--- src/rtl/apb_pkg.sv ---
`default_nettype none
// ============================================================================
// Module : apb_pkg
// Brief  : Shared types and constants for the APB master bridge: the FSM
//          state encoding, the default wait-state timeout, the response
//          record layout, and a helper that sizes the timeout counter.
// Rev    : 1.0
// ============================================================================
package apb_pkg;

    localparam int APB_TIMEOUT_DEFAULT = 16;
    localparam int APB_DATA_W          = 32;

    typedef enum logic [1:0] {
        APB_IDLE   = 2'd0,
        APB_SETUP  = 2'd1,
        APB_ACCESS = 2'd2,
        APB_RESP   = 2'd3
    } apb_mst_st_t;

    typedef struct packed {
        logic [APB_DATA_W-1:0] rdata;
        logic                  err;
        logic                  timeout;
    } apb_rsp_t;

    // Counter width able to hold 0..n; a zero timeout still needs one bit.
    function automatic int apb_cnt_width(input int n);
        if (n <= 0) begin
            return 1;
        end
        return $clog2(n + 1);
    endfunction

endpackage : apb_pkg
`default_nettype wire

--- src/rtl/apb_master_bridge.sv ---
`default_nettype none
// ============================================================================
// Module : apb_master_bridge
// Brief  : Turns a valid/ready command stream into APB3 transfers to a single
//          slave and returns the result on a valid/ready response channel.
//          One transfer in flight at a time; a non-responding slave is cut
//          off after TIMEOUT_CYCLES ACCESS cycles (0 = wait forever).
// Ports  : pclk/preset       - clock, synchronous active-high reset
//          cmd_*             - command channel (valid/ready, write, addr, wdata)
//          rsp_*             - response channel (valid/ready, rdata, err, timeout)
//          psel..pwdata      - APB requester outputs (all registered)
//          pready/pslverr/prdata - APB completer inputs
// Rev    : 1.0
// ============================================================================
module apb_master_bridge
    import apb_pkg::*;
#(
    parameter int          ADDR_W         = 32,
    parameter int          DATA_W         = 32,
    parameter int unsigned TIMEOUT_CYCLES = APB_TIMEOUT_DEFAULT
) (
    input  logic              pclk,
    input  logic              preset,
    // Command channel
    input  logic              cmd_valid,
    output logic              cmd_ready,
    input  logic              cmd_write,
    input  logic [ADDR_W-1:0] cmd_addr,
    input  logic [DATA_W-1:0] cmd_wdata,
    // Response channel
    output logic              rsp_valid,
    input  logic              rsp_ready,
    output logic [DATA_W-1:0] rsp_rdata,
    output logic              rsp_err,
    output logic              rsp_timeout,
    // APB requester
    output logic              psel,
    output logic              penable,
    output logic              pwrite,
    output logic [ADDR_W-1:0] paddr,
    output logic [DATA_W-1:0] pwdata,
    input  logic              pready,
    input  logic              pslverr,
    input  logic [DATA_W-1:0] prdata
);

    localparam logic [1:0] c_st_idle   = APB_IDLE;
    localparam logic [1:0] c_st_setup  = APB_SETUP;
    localparam logic [1:0] c_st_access = APB_ACCESS;
    localparam logic [1:0] c_st_resp   = APB_RESP;

    localparam int              c_cnt_w    = apb_cnt_width(int'(TIMEOUT_CYCLES));
    localparam logic [c_cnt_w-1:0] c_cnt_last = c_cnt_w'(TIMEOUT_CYCLES - 1);
    localparam logic [c_cnt_w-1:0] c_cnt_max  = {c_cnt_w{1'b1}};
    localparam bit              c_to_en    = (TIMEOUT_CYCLES != 0);

    logic [1:0]         r_state;
    logic [c_cnt_w-1:0] r_wait_cnt;
    logic               w_expired;

    // The counter holds the number of ACCESS cycles already spent without
    // pready, so the Nth ACCESS cycle sees N-1 here.
    assign w_expired = c_to_en && (r_wait_cnt == c_cnt_last);

    always_ff @(posedge pclk) begin
        if (preset) begin
            r_state     <= c_st_idle;
            r_wait_cnt  <= '0;
            cmd_ready   <= 1'b0;
            rsp_valid   <= 1'b0;
            rsp_rdata   <= '0;
            rsp_err     <= 1'b0;
            rsp_timeout <= 1'b0;
            psel        <= 1'b0;
            penable     <= 1'b0;
            pwrite      <= 1'b0;
            paddr       <= '0;
            pwdata      <= '0;
        end else begin
            case (r_state)
                c_st_idle: begin
                    if (cmd_valid && cmd_ready) begin
                        pwrite    <= cmd_write;
                        paddr     <= cmd_addr;
                        pwdata    <= cmd_wdata;
                        psel      <= 1'b1;
                        penable   <= 1'b0;
                        cmd_ready <= 1'b0;
                        r_state   <= c_st_setup;
                    end else begin
                        // Covers the first IDLE cycle after reset, where
                        // cmd_ready is still low.
                        cmd_ready <= 1'b1;
                    end
                end

                c_st_setup: begin
                    penable    <= 1'b1;
                    r_wait_cnt <= '0;
                    r_state    <= c_st_access;
                end

                c_st_access: begin
                    if (pready) begin
                        rsp_rdata   <= pwrite ? '0 : prdata;
                        rsp_err     <= pslverr;
                        rsp_timeout <= 1'b0;
                        psel        <= 1'b0;
                        penable     <= 1'b0;
                        rsp_valid   <= 1'b1;
                        r_state     <= c_st_resp;
                    end else if (w_expired) begin
                        rsp_rdata   <= '0;
                        rsp_err     <= 1'b0;
                        rsp_timeout <= 1'b1;
                        psel        <= 1'b0;
                        penable     <= 1'b0;
                        rsp_valid   <= 1'b1;
                        r_state     <= c_st_resp;
                    end else if (r_wait_cnt != c_cnt_max) begin
                        r_wait_cnt <= r_wait_cnt + c_cnt_w'(1);
                    end
                end

                c_st_resp: begin
                    if (rsp_ready) begin
                        rsp_valid <= 1'b0;
                        cmd_ready <= 1'b1;
                        r_state   <= c_st_idle;
                    end
                end

                default: begin
                    r_state <= c_st_idle;
                end
            endcase
        end
    end

endmodule : apb_master_bridge
`default_nettype wire

--- config.mk ---
export PLATFORM = sky130hd
export DESIGN_NAME = apb_master_bridge
export DESIGN_NICKNAME = d
export VERILOG_FILES = /design/src/rtl/apb_pkg.sv /design/src/rtl/apb_master_bridge.sv
export SDC_FILE = /design/constraint.sdc
export NUM_CORES = 1
export LEC_CHECK = 0
export ABC_AREA = 1
export CAP_MARGIN = 5
export CORE_MARGIN = 4
export CORE_UTILIZATION = 43
export DETAILED_ROUTE_END_ITERATION = 7
export PLACE_DENSITY = 0.94
export SYNTH_ARGS = -nofsm -noshare
export SYNTH_HDL_FRONTEND = slang
export SYNTH_SLANG_ARGS = --single-unit
--- constraint.sdc ---
create_clock -name pclk -period 2.28 [get_ports pclk]
set_input_delay 0.228 -clock pclk [delete_from_list [all_inputs] [get_ports pclk]]
set_output_delay 0.228 -clock pclk [all_outputs]
set_load 0.05 [all_outputs]
== After elaboration in Yosys (flattened, before gate mapping) ==
Cells that the tools add are included.
Word-level totals
  register bits: 110
  input bits: 103
  output and inout port bits: 103
  logic and storage cells: 67
Cells by class
  $add $sub $neg: 1
  eq/ne operators: 11
  mux-type cells: 27
  reduce and logical (&&, ||, !) cells: 16
Operator list (number)
  $mux 32: 3
  $mux 5: 3
  $reduce_and 3->1: 4
  $mux 1: 11
  $ne 2x2->1 const B: 5
  $pmux 5 s2: 1
  $reduce_bool 2->1: 5
  $mux 2: 4
  $pmux 2 s4: 1
  $pmux 1 s2: 3
  $reduce_and 2->1: 3
  $add 5x1->5 const B: 1
  $eq 5x4->1 const B: 1
  $ne 5x5->1 const B: 1
  $eq 2x2->1 const B: 2
  $reduce_and 4->1: 1
  $ne 3x3->1 const B: 1
  $pmux 1 s3: 1
  $reduce_bool 3->1: 1
  $eq 2x1->1 const B: 1
  $logic_not 2->1: 1
  $logic_and 1x1->1: 1

== Logic depth before layout (Yosys ltp) ==
  depth after elaboration: 5
  mapped depth: 12
  gate-level depth less buffers: 12

== Worst setup path after synthesis ==
No wires, ideal clock.
  kind: register to register
  from: register cmd_ready
  to: register paddr[0]
  setup time: 0.116 ns
  arrival: 1.409 ns
  data required time: 2.164 ns
  slack: 0.755 ns
  stages on the path, launching flop included: 8
  period minus slack after synthesis: 1.525 ns
  path through: dfxtp_1 nand2_1 nor2_4 inv_2 buf_6 buf_6 nor2_1 nor2_1
Between the ends
  word-level cells in the longest chain between the ends: 2
RTL lines
  start: declaration: RTL line apb_master_bridge.sv:26  | output logic cmd_ready,
  start signal: assignment: RTL line apb_master_bridge.sv:69  | cmd_ready <= 1'b0;
  start signal: assignment: RTL line apb_master_bridge.sv:88  | cmd_ready <= 1'b0;
  start signal: assignment: RTL line apb_master_bridge.sv:93  | cmd_ready <= 1'b1;
  $logic_and 1x1->1: RTL line apb_master_bridge.sv:82  | if (cmd_valid && cmd_ready) begin
  $reduce_and 2->1 (no line)
  end signal: assignment: RTL line apb_master_bridge.sv:84  | paddr <= cmd_addr;
  end: declaration: RTL line apb_master_bridge.sv:40  | output logic [ADDR_W-1:0] paddr,
No other way between the ends.
A chain may end at the register's enable or synchronous reset.

== Worst setup path after layout ==
  from: register r_state[0]
  to: register rsp_rdata[31]
Between the ends
  word-level cells in the longest chain between the ends: 2
RTL lines
  start: declaration: RTL line apb_master_bridge.sv:57  | logic [1:0] r_state;
  start signal: assignment: RTL line apb_master_bridge.sv:67  | r_state <= c_st_idle;
  start signal: assignment: RTL line apb_master_bridge.sv:89  | r_state <= c_st_setup;
  start signal: assignment: RTL line apb_master_bridge.sv:100  | r_state <= c_st_access;
  $eq 2x2->1: RTL line apb_master_bridge.sv:80  | case (r_state)
  $reduce_and 2->1 (no line)
  end signal: assignment: RTL line apb_master_bridge.sv:105  | rsp_rdata <= pwrite ? '0 : prdata;
  end: declaration: RTL line apb_master_bridge.sv:33  | output logic [DATA_W-1:0] rsp_rdata,
No other way between the ends.

==> flow_summary.toml <==
[status]
outcome = "complete, no violations"

[clocking]
cts_hold_buf = 0
cts.sinks = 110
htree_num_levels = 3
cts-root-buf = "clkbuf_8"
ctsLongestPathBuffers = 2
numCtsBuffers = 9
path_clk_slew_ps = 110
insertion_delay_ps = 360
cts_tree = "yes"

[critical_path]
cp.arrival_ps = 2150
crit_fanout = 34
end_kind = "register"
start_kind = "register"
crit_required_ps = 2580
critPathKind = "register to register"

[sta]
fin_crit_sh_pct = 81.3
fmax_mhz = 540
fin_ws_ps = 427
hold_viol = 0
worstMarginPinSlew_ps = 996
setup_viol = 0
rsz0062_at_grt = "no"
slew_headroom_pct = 33.6
finClkSkew_ps = 17.7
slew_violations = 0
fin_tns_setup_ps = 0
period_minus_slack_ps = 1850

[global_routing]
antenna_found_initial = 0
grt_pass1_wl_um = 20000
grt_start_max_net_pins = 67
grt_usage_pct = 21.3
grt.overflow.total = 0
grt_pass1_vias = 4355

[die]
fp.dieW_um = 107
die_h_um = 107
die-area_mm2 = 0.0113
std_cell_rows = 35
core_mm2 = 0.00933
io-pin-count = 206
start_util_pct = 44.7

[synth]
synth_seq_cells = 110
postSynthAreaPerCell_um2 = 7.86
synth_area_mm2 = 0.00417
yosys-top-cells-area = "dfxtp_1, nor2_1, o21ai_0"
synthCells = 531
ys_warn_count = 0
ys_types = 22
syn-num-nets = 642
synth.top_cell.area_share_pct = 52.8
yosysSeqAreaShare_pct = 52.8
yosysTopAreaCell = "dfxtp_1"

[route]
drt-total-wl_um = 12400
firstDrtPassIters = 5
wl_per_cell_um = 14.5
drc = 0
initialDrtViolationCount = 197
vias = 4270
ant_nets = 0
routed_via_density = 5.02

[placement]
dp.cells = 835
port_buffers = 205
placed_cell_area_mm2 = 0.00620
pre_cts_slack_ps = 254
place.gp.congestion = 0.829
dp_hpwl_um = 9130

[layout]
nets = 828
n_antenna_cell = 0
synthToLayoutAreaGrowth_pct = 52.9
drive_above_1_share_pct = 3.60
fin_cells = 851
utilization_pct = 68.4
fin_area_mm2 = 0.00638
nFillCells = 708

[power]
vdd_drop_max_uv = 734
powerDensity_mw_per_mm2 = 1070
leakage_nw = 2.51

[min_path]
hold_path_class = "primary input to register"

[flow_run]
timing.max_cap.violations = 0
[repair_timing]
action | 4_1_cts | 5_1_grt
buffers inserted | 0 | 0
setup endpoints to repair | 0 | 1
gates resized for setup | 0 | 2
[state kept, by name (all words and copies together) (netlist names)]
signal	count
paddr	32
pwdata	32
rsp_rdata	32
r_wait_cnt	5
r_state	2
cmd_ready	1
penable	1
psel	1
pwrite	1
rsp_err	1
rsp_timeout	1
rsp_valid	1
[cells in the final DEF, fill, tap and decap left out]
cell type	n
clkdlybuf4s50_1	205
nor2_1	144
dfxtp_1	110
nand2_1	64
o21ai_0	57
a21oi_1	42
nand3_1	36
inv_1	12
o21ai_1	11
clkbuf_8	10
ha_1	8
inv_2	4
buf_4	4
clkinvlp_4	3
nand4_1	2
clkbuf_1	2
nor2_4	1
inv_4	1
o21ai_4	1
o211ai_1	1
nor3_1	1
nand3b_1	1
inv_6	1
buf_12	1
[synth_stat cells (all sizes together)]
master / count
ha: 8
nor2: 145
nand3: 36
clkbuf: 12
inv: 17
o211ai: 1
nor3: 1
o21ai: 69
nand4: 2
nand2: 64
buf: 23
nand3b: 1
dfxtp: 110
a21oi: 42
[cell families (layout without fill, tap and decap cells)]
logic type | after synthesis | after routing | share of synthesized area, %
flip-flops | 110 | 110 | 52.8
buffers and inverters | 52 | 243 | 7.17
adder cells (fa/ha/maj) | 8 | 8 | 2.40
AO/OA/AOI/OAI | 112 | 112 | 13.8
AND/OR/NAND/NOR | 249 | 249 | 23.9
[critical path, cell delays in order, from the launching register on]
cell,delay [ps]
dfxtp_1,360
inv_1,120
ha_1,400
nand2_1,110
inv_2,420
nand3_1,190
a21oi_1,190
[per-stage QoR]
step / hold WS, ps / total power, W
floorplan: 363 / 0.00478
global placement: 447 / 0.00570
detailed placement: 454 / 0.00580
CTS: 417 / 0.00690
global route: 448 / 0.00723
finish: 433 / 0.00685
[layout make-up]
cell class / instances / area, µm² / share of cell area, %
Sequential cell: 110 / 2200 / 34.5
Timing Repair Buffer: 210 / 2100 / 32.9
Multi-Input combinational cell: 369 / 1670 / 26.2
Tap cell: 129 / 161 / 2.53
Clock buffer: 12 / 145 / 2.27
Inverter: 17 / 66.3 / 1.04
Clock inverter: 4 / 31.3 / 0.490
[metal layers]
layer	part of all wire [%]	vias up	GRT usage (%)
met5	0	-	0
met4	1.4	0	5.94
met3	12	17	8.32
met2	48	195	38.5
met1	38	1968	23.1
li1	-	2090	-
[power breakdown]
part	switching [W]	internal [W]
sequential	0.000221	0.00231
combinational	0.00219	0.00106
clock	0.000640	0.000433
[worst paths after layout]
path	from	to	slack, ps	depth (start not counted)
max	r_state[0]$_SDFFE_PP0P_	rsp_rdata[31]$_SDFFE_PP0P_	430	6
min	prdata[30]	rsp_rdata[30]$_SDFFE_PP0P_	430	3
max reg2reg	r_state[0]$_SDFFE_PP0P_	rsp_rdata[31]$_SDFFE_PP0P_	430	6
min reg2reg	rsp_rdata[31]$_SDFFE_PP0P_	rsp_rdata[31]$_SDFFE_PP0P_	470	2
No activity file was read; power rests on OpenSTA's default activity.
